$ cat config.mk
export PLATFORM = sky130hd
export DESIGN_NAME = time_set_ctrl_flat
export DESIGN_NICKNAME = d
export VERILOG_FILES = /design/src/rtl/time_set_pkg.sv /design/src/rtl/time_set_ctrl_if.sv /design/src/rtl/btn_debounce.sv /design/src/rtl/time_set_ctrl.sv /design/src/flat_wrapper.sv
export SDC_FILE = /design/constraint.sdc
export NUM_CORES = 1
export LEC_CHECK = 0
export BUFFER_PORTS_ARGS = -buffer_cell sky130_fd_sc_hd__buf_4
export CORE_MARGIN = 1.5
export CORE_UTILIZATION = 46
export DETAILED_ROUTE_END_ITERATION = 16
export GPL_ROUTABILITY_DRIVEN = 0
export GPL_TIMING_DRIVEN = 0
export MAX_ROUTING_LAYER = met4
export PLACE_DENSITY = 0.63
export SLEW_MARGIN = 20
export SYNTH_ARGS = -nofsm -noshare
export SYNTH_HDL_FRONTEND = slang
export SYNTH_SLANG_ARGS = --single-unit
export TNS_END_PERCENT = 5
$ cat constraint.sdc
create_clock -name clk -period 15.1 [get_ports clk]
set_input_delay 0.755 -clock clk [delete_from_list [all_inputs] [get_ports clk]]
set_output_delay 0.755 -clock clk [all_outputs]
set_load 0.005 [all_outputs]
$ cat src/rtl/time_set_pkg.sv
// Shared types and constants for the digital-clock time-setting controller.
// Holds the FSM state encoding, button indices and the field-select helper.
package time_set_pkg;

  typedef enum logic [1:0] {
    RUN   = 2'd0,
    SET_H = 2'd1,
    SET_M = 2'd2,
    SET_S = 2'd3
  } state_e;

  localparam int NBTN  = 5;
  localparam int BTN_C = 0;
  localparam int BTN_U = 1;
  localparam int BTN_L = 2;
  localparam int BTN_R = 3;
  localparam int BTN_D = 4;

  // Blink bit layout: [0]=sec, [1]=min, [2]=hour.
  function automatic logic [2:0] field_mask(input state_e s);
    case (s)
      SET_H:   field_mask = 3'b100;
      SET_M:   field_mask = 3'b010;
      SET_S:   field_mask = 3'b001;
      default: field_mask = 3'b000;
    endcase
  endfunction

endpackage

$ cat src/rtl/time_set_ctrl_if.sv
// Signal bundle between the button pins, the time-setting controller and the
// counter/display stages.
interface time_set_ctrl_if;
  // No valid/ready pair here: btn is a raw asynchronous level, and every
  // output is a plain registered level or a one-cycle enable that the
  // consumer must take in the cycle it is high (there is no back-pressure).
  logic [4:0] btn;
  logic       run_en;
  logic [1:0] inc_p;
  logic [1:0] dec_p;
  logic       clr_s;
  logic [1:0] mode;
  logic [2:0] blink;

  modport master (
    input  btn,
    output run_en, inc_p, dec_p, clr_s, mode, blink
  );

  modport slave (
    output btn,
    input  run_en, inc_p, dec_p, clr_s, mode, blink
  );
endinterface

$ cat src/rtl/btn_debounce.sv
// One button: 2-FF synchroniser, counter debounce and rising-edge press pulse.
// dout is the debounced level; press is high for one cycle per debounced rise.
module btn_debounce #(
  parameter int N = 999_999
) (
  input  logic clk,
  input  logic reset,
  input  logic din,
  output logic dout,
  output logic press
);

  localparam int CW = (N < 1) ? 1 : $clog2(N + 1);

  logic          s1_q, s2_q, db_q, prev_q, press_q;
  logic [CW-1:0] cnt_q;

  always_ff @(posedge clk or posedge reset) begin
    if (reset) begin
      s1_q    <= 1'b0;
      s2_q    <= 1'b0;
      db_q    <= 1'b0;
      prev_q  <= 1'b0;
      press_q <= 1'b0;
      cnt_q   <= '0;
    end else begin
      s1_q    <= din;
      s2_q    <= s1_q;
      prev_q  <= db_q;
      press_q <= db_q & ~prev_q;
      // The level only flips after N+1 consecutive disagreeing samples.
      if (s2_q == db_q) begin
        cnt_q <= '0;
      end else if (cnt_q == CW'(N)) begin
        cnt_q <= '0;
        db_q  <= s2_q;
      end else begin
        cnt_q <= cnt_q + 1'b1;
      end
    end
  end

  assign dout  = db_q;
  assign press = press_q;

endmodule

$ cat src/rtl/time_set_ctrl.sv
// Time-setting controller: debounced buttons drive a RUN/SET_H/SET_M/SET_S FSM
// that emits run-enable, inc/dec/clear pulses with auto-repeat, and a blink mask.
module time_set_ctrl
  import time_set_pkg::*;
#(
  parameter int DB_N    = 999_999,
  parameter int HOLD_N  = 49_999_999,
  parameter int REP_N   = 9_999_999,
  parameter int BLINK_N = 24_999_999
) (
  input logic             clk,
  input logic             reset,
  time_set_ctrl_if.master bus
);

  localparam int REP_MAX = (HOLD_N > REP_N) ? HOLD_N : REP_N;
  localparam int RW      = $clog2(REP_MAX + 1);
  localparam int BW      = $clog2(BLINK_N + 1);

  state_e          state_q, state_d;
  logic [NBTN-1:0] db, press;
  logic            c_p, l_p, r_p, u_p, d_p, nav, held, fire, u_ev, d_ev;
  logic            run_en_q, clr_q, clr_d;
  logic [1:0]      inc_q, inc_d, dec_q, dec_d;
  logic [2:0]      blink_q;
  logic            rep_act_q, rep_act_d, rep_up_q, rep_up_d, rep_ph_q, rep_ph_d;
  logic [RW-1:0]   rep_cnt_q, rep_cnt_d;
  logic [BW-1:0]   bcnt_q, bcnt_d;
  logic            bph_q, bph_d;

  for (genvar i = 0; i < NBTN; i++) begin : g_db
    btn_debounce #(.N(DB_N)) u_db (
      .clk   (clk),
      .reset (reset),
      .din   (bus.btn[i]),
      .dout  (db[i]),
      .press (press[i])
    );
  end

  // Same-cycle presses resolve C > L > R > U > D; losers are dropped.
  assign nav  = press[BTN_C] | press[BTN_L] | press[BTN_R];
  assign c_p  = press[BTN_C];
  assign l_p  = press[BTN_L] & ~press[BTN_C];
  assign r_p  = press[BTN_R] & ~press[BTN_C] & ~press[BTN_L];
  assign u_p  = press[BTN_U] & ~nav;
  assign d_p  = press[BTN_D] & ~nav & ~press[BTN_U];

  assign held = rep_up_q ? db[BTN_U] : db[BTN_D];
  assign fire = rep_act_q & held &
                (rep_cnt_q == (rep_ph_q ? RW'(REP_N) : RW'(HOLD_N)));
  assign u_ev = u_p | (fire &  rep_up_q & ~nav & ~press[BTN_D]);
  assign d_ev = d_p | (fire & ~rep_up_q & ~nav & ~press[BTN_U]);

  always_ff @(posedge clk or posedge reset) begin
    if (reset) begin
      state_q   <= RUN;
      run_en_q  <= 1'b1;
      inc_q     <= '0;
      dec_q     <= '0;
      clr_q     <= 1'b0;
      blink_q   <= '0;
      rep_act_q <= 1'b0;
      rep_up_q  <= 1'b0;
      rep_ph_q  <= 1'b0;
      rep_cnt_q <= '0;
      bcnt_q    <= '0;
      bph_q     <= 1'b0;
    end else begin
      state_q   <= state_d;
      run_en_q  <= (state_d == RUN);
      inc_q     <= inc_d;
      dec_q     <= dec_d;
      clr_q     <= clr_d;
      blink_q   <= field_mask(state_d) & {3{bph_d}};
      rep_act_q <= rep_act_d;
      rep_up_q  <= rep_up_d;
      rep_ph_q  <= rep_ph_d;
      rep_cnt_q <= rep_cnt_d;
      bcnt_q    <= bcnt_d;
      bph_q     <= bph_d;
    end
  end

  always_comb begin
    state_d = state_q;
    case (state_q)
      RUN:   if (c_p) state_d = SET_H;
      SET_H: if (c_p | r_p) state_d = SET_M; else if (l_p) state_d = SET_S;
      SET_M: if (c_p | r_p) state_d = SET_S; else if (l_p) state_d = SET_H;
      SET_S: if (c_p) state_d = RUN;
             else if (r_p) state_d = SET_H;
             else if (l_p) state_d = SET_M;
      default: state_d = RUN;
    endcase
  end

  always_comb begin
    inc_d = '0;
    dec_d = '0;
    clr_d = 1'b0;
    case (state_q)
      SET_H:   begin inc_d[1] = u_ev; dec_d[1] = d_ev; end
      SET_M:   begin inc_d[0] = u_ev; dec_d[0] = d_ev; end
      SET_S:   clr_d = u_p | d_p;
      default: ;
    endcase
  end

  // Repeat counter holds cycles since the last pulse; first gap HOLD_N, then REP_N.
  always_comb begin
    rep_act_d = rep_act_q;
    rep_up_d  = rep_up_q;
    rep_ph_d  = rep_ph_q;
    rep_cnt_d = rep_cnt_q;
    if (state_d != state_q) begin
      rep_act_d = 1'b0;
      rep_ph_d  = 1'b0;
      rep_cnt_d = '0;
    end else if ((u_p | d_p) && (state_q == SET_H || state_q == SET_M)) begin
      rep_act_d = 1'b1;
      rep_up_d  = u_p;
      rep_ph_d  = 1'b0;
      rep_cnt_d = RW'(1);
    end else if (rep_act_q && !held) begin
      rep_act_d = 1'b0;
      rep_ph_d  = 1'b0;
      rep_cnt_d = '0;
    end else if (fire) begin
      rep_ph_d  = 1'b1;
      rep_cnt_d = RW'(1);
    end else if (rep_act_q) begin
      rep_cnt_d = rep_cnt_q + 1'b1;
    end
  end

  always_comb begin
    bcnt_d = bcnt_q + 1'b1;
    bph_d  = bph_q;
    if (state_d != state_q) begin
      bcnt_d = '0;
      bph_d  = 1'b0;
    end else if (bcnt_q == BW'(BLINK_N)) begin
      bcnt_d = '0;
      bph_d  = ~bph_q;
    end
  end

  assign bus.run_en = run_en_q;
  assign bus.inc_p  = inc_q;
  assign bus.dec_p  = dec_q;
  assign bus.clr_s  = clr_q;
  assign bus.mode   = state_q;
  assign bus.blink  = blink_q;

endmodule

$ cat src/flat_wrapper.sv
// flat-port wrapper written by rule: the top's interface ports become plain ports
module time_set_ctrl_flat import time_set_pkg::*;
#(
  parameter int DB_N    = 999_999,
  parameter int HOLD_N  = 49_999_999,
  parameter int REP_N   = 9_999_999,
  parameter int BLINK_N = 24_999_999
)
  (clk, reset, bus_btn, bus_run_en, bus_inc_p, bus_dec_p, bus_clr_s, bus_mode, bus_blink);
  time_set_ctrl_if bus_i ();
  input logic clk;
  input logic reset;
  input wire logic [$bits(bus_i.btn)-1:0] bus_btn;
  output wire logic [$bits(bus_i.run_en)-1:0] bus_run_en;
  output wire logic [$bits(bus_i.inc_p)-1:0] bus_inc_p;
  output wire logic [$bits(bus_i.dec_p)-1:0] bus_dec_p;
  output wire logic [$bits(bus_i.clr_s)-1:0] bus_clr_s;
  output wire logic [$bits(bus_i.mode)-1:0] bus_mode;
  output wire logic [$bits(bus_i.blink)-1:0] bus_blink;
  assign bus_i.btn = bus_btn;
  assign bus_run_en = bus_i.run_en;
  assign bus_inc_p = bus_i.inc_p;
  assign bus_dec_p = bus_i.dec_p;
  assign bus_clr_s = bus_i.clr_s;
  assign bus_mode = bus_i.mode;
  assign bus_blink = bus_i.blink;
  time_set_ctrl #(.DB_N(DB_N), .HOLD_N(HOLD_N), .REP_N(REP_N), .BLINK_N(BLINK_N)) u_core (.clk(clk), .reset(reset), .bus(bus_i));
endmodule
==> run_results.csv <==
group,metric,value,unit
timing,worst_slew_pin_slew,0.833,ns
clocking,clock_latency,0.43,ns
die,design.die.area,20500,um2
die,die_y,143,um
clocking,cts.sinks,191,
timing,period_share,0.204,
hold_path,hp-class,"reg -> reg",
pwr,p_sw,0.219,mW
finish,fin_nets,961,
die,start_util,0.466,
die,core,19400,um2
finish,fin_util,0.525,
pwr,combPwrFrac,0.023,
clocking,cts_tree,"yes",
drt,vias,6274,
drt,wl_per_cell,13.4,um
timing,setup_tns,0,ns
die,pin_count,18,
die,std_cell_rows,51,
pwr,internal-power,0.808,mW
placed_design,placedCellCount,1189,
timing,max_freq,324,MHz
timing,final-setup-viol-count,0,
timing,drv_slew,0,
finish,fillCellCount,1799,
pwr,p_per_area,101,nW/um2
pwr,p_leak,4.38,nW
pwr,pwr-share-clk,0.471,
synthesis,ys_types,50,
drt,drt-vias-per-instance,5.14,
worst_setup_path,cp_max_fo,10,
synthesis,synth_cells,906,
job,cap_viol_max_count,0,
drt,firstDrtPassIters,4,
synthesis,ys_seq_area_frac,0.528,
pwr,peakVddDrop,0.0000850,V
worst_setup_path,worstSetupEndpointType,"flop",
timing,rsz0062_at_grt,"no",
synthesis,synthAdderAreaFrac,0.0152,
synthesis,yosysTopAreaCellShare,0.526,
clocking,cts_resized,0,
drt,final_antenna_net_count,0,
worst_setup_path,rrSetupSlack,12.01,ns
worst_setup_path,crit_required,15.39,ns
grt,overflow,0,
timing,clock_skew,0.0124,ns
synthesis,synthMuxAreaShare,0.00844,
synthesis,yosys_warnings,0,
synthesis,yosys.area_share.simple,0.263,
status,status,"completed",
worst_setup_path,critPathLaunchType,"flop",
grt,grt_first_pass_wirelength,28600,um
timing,hold_ws,0.353,ns
placed_design,port-buffer-count,17,
placed_design,hpwlAfterDp,10900,um
timing,finalHoldViolCount,0,
synthesis,synth_flop_cell,"dfrtp_1",
clocking,clock-root-buffer,"clkbuf_16",
synthesis,yosys-top-cells-area,"dfrtp_1, xnor2_1, xor2_1, nor2_1, nor3_1",
clocking,htree_levels,4,
finish,fin_area,10200,um2
drt,drc,0,
grt,antenna_found_initial,0,
worst_setup_path,critical_path_arrival,3.38,ns
clocking,numCtsBuffers,17,
synthesis,synthesis.area,9050,um2
synthesis,synth_edf_count,0,
finish,drive_gt1_frac,0.0837,
synthesis,syn_area_per_cell,9.99,um2
clocking,clkTransAtPathRegs,0.07,ns
clocking,cts_max_path_buffers,2,
drt,drtIter0Drc,325,
die,die_w,143,um
synthesis,synth-xor-area-share,0.138,
finish,finalNonFillerCells,1221,
finish,antenna_cells,0,
drt,finalWirelength,16400,um
clocking,ctsHoldBuffers,0,
timing,relSlewSlack,0.430,
placed_design,placedInstanceArea,9540,um2
synthesis,synth_top_family_by_area,"simple AND/OR/NAND/NOR gates",
grt,grt_usage,0.181,
worst_setup_path,crit_type,"reg -> reg",
timing,fin_crit,3.09,ns
synthesis,yosys.area.top_type,"dfrtp_1",
synthesis,synth_nets,924,
grt,grt_start_max_net_pins,107,
synthesis,synthArstFlopShare,1.00,
synthesis,ys_seq_elements,191,
pwr,pwr-share-seq,0.507,
synthesis,synth-compound-area-share,0.0213,
pwr,p_sw_frac,0.213,
clocking,cts_setup_buffers,0,
finish,syn_to_final_growth,12.5,%
grt,grt_pass1_vias,5973,
==> cell families (layout without fill, tap and decap cells) <==
| kind of cell | Yosys count | count (layout) |
|---|---|---|
| XOR/XNOR | 143 | 143 |
| AO/OA/AOI/OAI | 26 | 26 |
| buffers and inverters | 58 | 108 |
| adder cells (fa/ha/maj) | 11 | 11 |
| flip-flops | 191 | 191 |
| multiplexers | 7 | 7 |
| AND/OR/NAND/NOR | 470 | 470 |
==> cell usage in the layout (no fill, tap or decap), drive strengths merged, types with 2 or more instances in the layout <==
master  instances
dfrtp         190
nor2          149
xnor2          73
xor2           70
nor3           67
nand3          59
nand2          51
clkbuf         37
inv            36
nor4           33
nand4          29
buf            29
and3           19
nand2b         12
ha             11
nor2b           9
or2             8
nor4b           7
and4            6
mux2            5
nand4b          5
o21ai           5
nor3b           4
a21oi           4
bufinv          4
nand3b          3
and2            3
a31oi           3
or3             3
or4             2
mux2i           2
clkinv          2
==> stage by stage <==
stage	power, mW	worst slack [ns]
after CTS	1.04	12.05
after global placement	0.553	7.03
after floorplan	0.546	9.15
after detailed placement	0.555	12.19
final	1.03	12.01
after global routing	1.07	11.90
==> worst paths after layout <==
kind,from,endpoint,cells past startpoint
setup / recovery,u_core.bus.mode[0],u_core.bcnt_q[20],9
hold / removal,u_core.g_db[3].u_db.s1_q,u_core.g_db[3].u_db.s2_q,0
setup reg to reg,u_core.bus.mode[0],u_core.bcnt_q[20],9
hold reg to reg,u_core.g_db[3].u_db.s1_q,u_core.g_db[3].u_db.s2_q,0
max in group asynchronous,reset,u_core.bus.run_en,3
min in group asynchronous,reset,u_core.g_db[4].u_db.cnt_q[13],2
==> state kept, by name (all words and copies together) (netlist names) <==
register                 cells
u_core.g_db.u_db.dout        5
u_core.g_db.u_db.press       5
u_core.bus.mode              2
u_core.g_db.u_db.prev_q      5
u_core.rep_cnt_q            26
u_core.g_db.u_db.s2_q        5
u_core.rep_up_q              1
u_core.rep_act_q             1
u_core.bus.inc_p             2
u_core.bcnt_q               25
u_core.rep_ph_q              1
u_core.bph_q                 1
u_core.bus.run_en            1
u_core.bus.clr_s             1
u_core.g_db.u_db.cnt_q     100
u_core.bus.dec_p             2
u_core.g_db.u_db.s1_q        5
u_core.bus.blink             3
==> power groups by stage <==
stage | clock network, mW | registers, mW | logic (mW)
finish | 0.483 | 0.520 | 0.0234
global route | 0.518 | 0.521 | 0.0279
CTS | 0.497 | 0.520 | 0.0248
detailed placement | 0 | 0.530 | 0.0247
global placement | 0 | 0.530 | 0.0232
floorplan | 0 | 0.529 | 0.0169
==> Yosys cell counts, types with 2 or more instances <==
cell type,number
a21oi_1,4
a31oi_1,3
and2_1,3
and3_1,19
and4_1,6
buf_2,11
clkbuf_1,18
dfrtp_1,190
ha_1,11
inv_1,28
mux2_2,5
mux2i_1,2
nand2_1,51
nand2b_1,12
nand3_1,59
nand3b_1,3
nand4_1,29
nand4b_1,5
nor2_1,149
nor2b_1,9
nor3_1,67
nor3b_1,4
nor4_1,29
nor4_2,3
nor4b_1,7
o21ai_0,5
or2_2,7
or3_1,3
or4_1,2
xnor2_1,73
xor2_1,70
==> area by class of cell <==
type                    instances  area (um2)  area share
flip-flops and latches        191        4780       0.470
multi-input cells             657        4040       0.396
clock inverters                13         196      0.0193
clock buffers                  19         443      0.0435
well taps                     265         332      0.0326
repair buffers                 18         155      0.0152
plain buffers                  29         123      0.0120
inverters                      29         116      0.0114
==> worst max-delay path, stage by stage, from the launching register on <==
cell and delay [ns]:
dfrtp_1 0.54, inv_1 0.14, ha_1 0.32, nand2b_1 0.19, a2111oi_0 0.76, a31oi_1 0.14, o211ai_1 0.20, buf_2 0.30
buf_2 0.27, nor3_1 0.09
==> per-layer routing <==
metal | GRT usage | vias up | wire length [um]
met5 | - | - | 0
met4 | 0.0499 | 0 | 157
met3 | 0.0423 | 12 | 483
met2 | 0.274 | 63 | 7600
met1 | 0.243 | 3030 | 8150
li1 | - | 3169 | -
(Power assumes the default switching activity.)
